### config.mk
export PLATFORM = sky130hd
export DESIGN_NAME = rom_loader
export DESIGN_NICKNAME = d
export VERILOG_FILES = /design/src/rtl/rom_loader.sv
export SDC_FILE = /design/constraint.sdc
export NUM_CORES = 1
export LEC_CHECK = 0
export BUFFER_PORTS_ARGS = -buffer_cell sky130_fd_sc_hd__buf_4
export CORE_ASPECT_RATIO = 1.75
export CORE_UTILIZATION = 52
export CTS_BUF_LIST = sky130_fd_sc_hd__clkbuf_2 sky130_fd_sc_hd__clkbuf_4 sky130_fd_sc_hd__clkbuf_8
export DETAILED_ROUTE_END_ITERATION = 7
export PLACE_DENSITY = 0.85
export SLEW_MARGIN = 20
export SYNTH_ARGS = -nofsm -noshare
export SYNTH_HDL_FRONTEND = slang
export SYNTH_SLANG_ARGS = --single-unit
### constraint.sdc
create_clock -name clk -period 2.9 [get_ports clk]
set_input_delay 0.29 -clock clk [delete_from_list [all_inputs] [get_ports clk]]
set_output_delay 0.29 -clock clk [all_outputs]
set_load 0.01 [all_outputs]
### src/rtl/rom_loader.sv
// rom_loader: loads a length-prefixed little-endian byte stream into instruction memory, holding the core in reset until done
module rom_loader #(
  parameter logic [31:0] ADDR_BASE   = 32'h8000_0000,
  parameter int          DEPTH_WORDS = 4096
) (
  input  logic        clk,
  input  logic        reset,
  input  logic        start,
  input  logic        in_valid,
  input  logic [7:0]  in_data,
  output logic        in_ready,
  output logic        mem_we,
  output logic [31:0] mem_addr,
  output logic [31:0] mem_wdata,
  output logic        core_reset_n,
  output logic        busy,
  output logic        done,
  output logic        error
);
  localparam int IW = $clog2(DEPTH_WORDS + 1);
  localparam logic [IW-1:0] ONE = 1;
  typedef enum logic [2:0] {IDLE, LEN, DATA, DONE, ERROR} state_t;
  state_t state, state_nx;
  logic [1:0]    cnt;
  logic [IW-1:0] idx, len_q;
  logic [23:0]   sh;
  logic [31:0]   wn;
  logic          fire, last, restart;
  assign wn      = {in_data, sh};
  assign fire    = in_valid && in_ready;
  assign last    = cnt == 2'd3;
  assign restart = start && (state == IDLE || state == DONE || state == ERROR);
  always_ff @(posedge clk or posedge reset)
    if (reset) state <= IDLE;
    else state <= state_nx;
  always_comb begin
    state_nx = state;
    case (state)
      IDLE:    state_nx = start ? LEN : IDLE;
      LEN:     if (fire && last) state_nx = wn == 32'd0 ? DONE : wn > 32'(DEPTH_WORDS) ? ERROR : DATA;
      DATA:    if (fire && last && idx + ONE == len_q) state_nx = DONE;
      default: state_nx = start ? LEN : state;
    endcase
  end
  always_comb begin
    in_ready     = state == LEN || state == DATA;
    busy         = state == LEN || state == DATA;
    done         = state == DONE;
    error        = state == ERROR;
    core_reset_n = state == DONE;
  end
  // Bytes shift in from the top so the first byte ends up in bits [7:0]
  always_ff @(posedge clk or posedge reset)
    if (reset) begin
      cnt       <= '0;
      idx       <= '0;
      len_q     <= '0;
      sh        <= '0;
      mem_we    <= 1'b0;
      mem_addr  <= ADDR_BASE;
      mem_wdata <= '0;
    end else begin
      mem_we <= 1'b0;
      if (restart) begin
        cnt <= '0;
        idx <= '0;
      end else if (fire) begin
        cnt <= cnt + 2'd1;
        sh  <= wn[31:8];
        if (last && state == LEN) len_q <= wn[IW-1:0];
        if (last && state == DATA) begin
          mem_we    <= 1'b1;
          mem_wdata <= wn;
          mem_addr  <= ADDR_BASE + 32'({idx, 2'b00});
          idx       <= idx + ONE;
        end
      end
    end
endmodule
==> flow_summary.ini <==
[yosys]
yosys_warnings = 0
synth_seq_cells = 101
ys_seq_area_frac = 0.532
synth.cell_area_um2 = 4750
avgSynthCellArea_um2 = 9.76
synth_ff_type = dfrtp_1
synth_edf_count = 0
synthArstFlopShare = 1.00
synthCells = 487
synth.distinct_cells = 49

[power_and_ir_drop]
leakagePower_nw = 2.75
ir_drop_uv = 509
pwr_density_cell_nw_per_um2 = 671

[run_status]
status = completed

[clock_tree]
htreeDepth = 3
cts_tree = done
clock_latency_ns = 0.38
hold_buffers = 0
cts.clk_slew.worst_paths_ns = 0.09
cts.repair.resized = 0
cts_sinks = 101
clock_path_buffers = 2
cts_buffers = 9
cts_root_buffer = clkbuf_8
post_cts_buffers = 0

[timing]
relSlewSlack = 0.436
period_minus_slack_ns = 2.40
fmax_mhz = 417
timing.hold.ws_ns = 0.0608
finalHoldViolations = 0
drv_slew = 0
finalCritPeriodShare = 0.828
setup_viol = 0
setup_ws_ns = 0.499
setup_tns_ns = 0
clock_skew_ns = 0.0104
rsz0062_at_grt = no
worstMarginPinSlew_ns = 0.844

[route]
wl_mm = 10.2
top_layer = met4
antenna_left = 0
drtIter0Drc = 199
met3WireLength_um = 346
drc = 0
wl_met2_mm = 5.31
routedWlPerCell_um = 15.4
routed_via_density = 5.32
drt_pass1_iterations = 4
vias = 3514
wl_met1_mm = 4.01

[global_route]
grt_max_degree = 67
grt_pass1_vias = 3408
track_usage = 0.232
antenna_found_initial = 0
grt_pass1_wl_mm = 16.6
grt_overflow = 0

[setup_path]
cp_max_fo = 9
worstPathArrival_ns = 2.69
timing.rr.end = state[0]
reg2reg_slack_ns = 0.50
critPathKind = flop to flop
crit_required_ns = 3.19
reg2reg_depth = 7
endpoint_kind = flop
worst_setup_path_start_kind = flop
reg2reg_from = idx[0]

[floorplanning]
die_area_um2 = 9540
start_util = 0.541
row_count = 45
io_pins = 82
die_h_um = 128
core-area_um2 = 8780
die_w_um = 74.3

[placed_design]
dp_hpwl_mm = 7.25
place.gp.congestion = 0.874
dp_slack_ns = 0.539
port_buffers = 62

[finish]
drive_gt1_frac = 0.241
diodes = 0
nets = 552
post-route-util = 0.617
fillCellCount = 764
synthToLayoutAreaGrowth_pct = 14.0

[flow_run]
maxCapViolCount = 0

[hold_path]
hp-class = primary input to asynchronous set/reset pin
cell families after synthesis:
family / after synthesis / share of synthesized area
AO/OA/AOI/OAI: 61 / 0.0829
XOR/XNOR: 16 / 0.0295
adder cells (fa/ha/maj): 2 / 0.00526
buffers and inverters: 51 / 0.0650
flip-flops: 101 / 0.532
multiplexers: 37 / 0.0876
other: 2 / 0.00158
AND/OR/NAND/NOR: 217 / 0.197
area by class of cell:
class	count	area (µm²)	area share
timing repair buffer	70	538	0.0992
tap	117	146	0.0270
clock inverter	5	57.6	0.0106
clock buffer	11	151	0.0279
multi-input combinational	352	1980	0.366
inverter	4	18.8	0.00346
sequential	101	2530	0.466
critical path: stages (launching register included):
cell	delay [ns]
dfrtp_1	0.48
ha_1	0.21
and2_1	0.31
nand2_1	0.12
o41ai_2	0.35
a211oi_1	0.07
or4_1	0.55
o31ai_2	0.22
sequential cells by signal (all words and copies together), names as in the netlist:
name,flops
cnt,2
len_q,13
mem_wdata,32
sh,24
idx,13
mem_addr,13
mem_we,1
state,3
through the flow:
step | std cells | instance area [µm²] | power, mW
finish | 660 | 5420 | 3.64
global route | 660 | 5420 | 3.81
CTS | 660 | 5420 | 3.66
detailed placement | 644 | 5210 | 2.73
global placement | 644 | 5210 | 2.70
floorplan | 504 | 4820 | 2.49
per-layer routing:
layer	up-vias	GRT usage
li1	1703	-
met1	1689	0.262
met2	95	0.396
met4	0	0.138
met3	27	0.0470
met5	-	0
layout by cell type (no fill, tap or decap), drive strengths merged, types with 3 or more instances in the layout:
cell    synthesis  final
a211o           3      3
a21oi           9      9
a31oi           4      4
and2            5      5
and3            3      3
buf            35     70
clkbuf         12     11
clkinv          0      3
conb            2     19
dfrtp         101    101
inv             4      4
mux2           37     37
nand2         158    158
nand3           8      8
nand4           6      6
nor2           15     15
nor2b           3      3
nor3            4      4
nor4            8      8
o21ai          25     25
o31ai           7      7
xnor2          12     12
xor2            4      4
synth_stat cells (all sizes together) (2+ instances only):
cell,instances,area share
a211o,3,0.0055
a21o,2,0.0032
a21oi,9,0.0095
a31oi,4,0.0053
and2,5,0.0066
and3,3,0.0042
buf,35,0.052
clkbuf,12,0.0095
conb,2,0.0016
dfrtp,101,0.53
ha,2,0.0053
inv,4,0.0032
mux2,37,0.088
nand2,158,0.13
nand3,8,0.0095
nand4,6,0.0079
nor2,15,0.012
nor2b,3,0.0039
nor3,4,0.0042
nor4,8,0.011
o21ai,25,0.026
o31ai,7,0.012
o41ai,2,0.0053
or4,2,0.0032
xnor2,12,0.022
xor2,4,0.0074
where the power goes:
group | internal [mW] | leakage, nW | switching [mW]
sequential | 1.65 | 1.35 | 0.320
combinational | 0.411 | 1.29 | 0.325
clock | 0.448 | 0.110 | 0.487
total | 2.51 | 2.75 | 1.13
worst max-delay path by stage:
stage                start       end  cells past startpoint
finish              idx[0]  state[0]                      7
detailed placement  idx[0]  state[0]                      7
global route        idx[0]  state[0]                      7
global placement    idx[0]  state[0]                      7
CTS                 idx[0]  state[0]                      7
floorplan           idx[0]  state[0]                      9
Power figures use the tool's default switching activity.
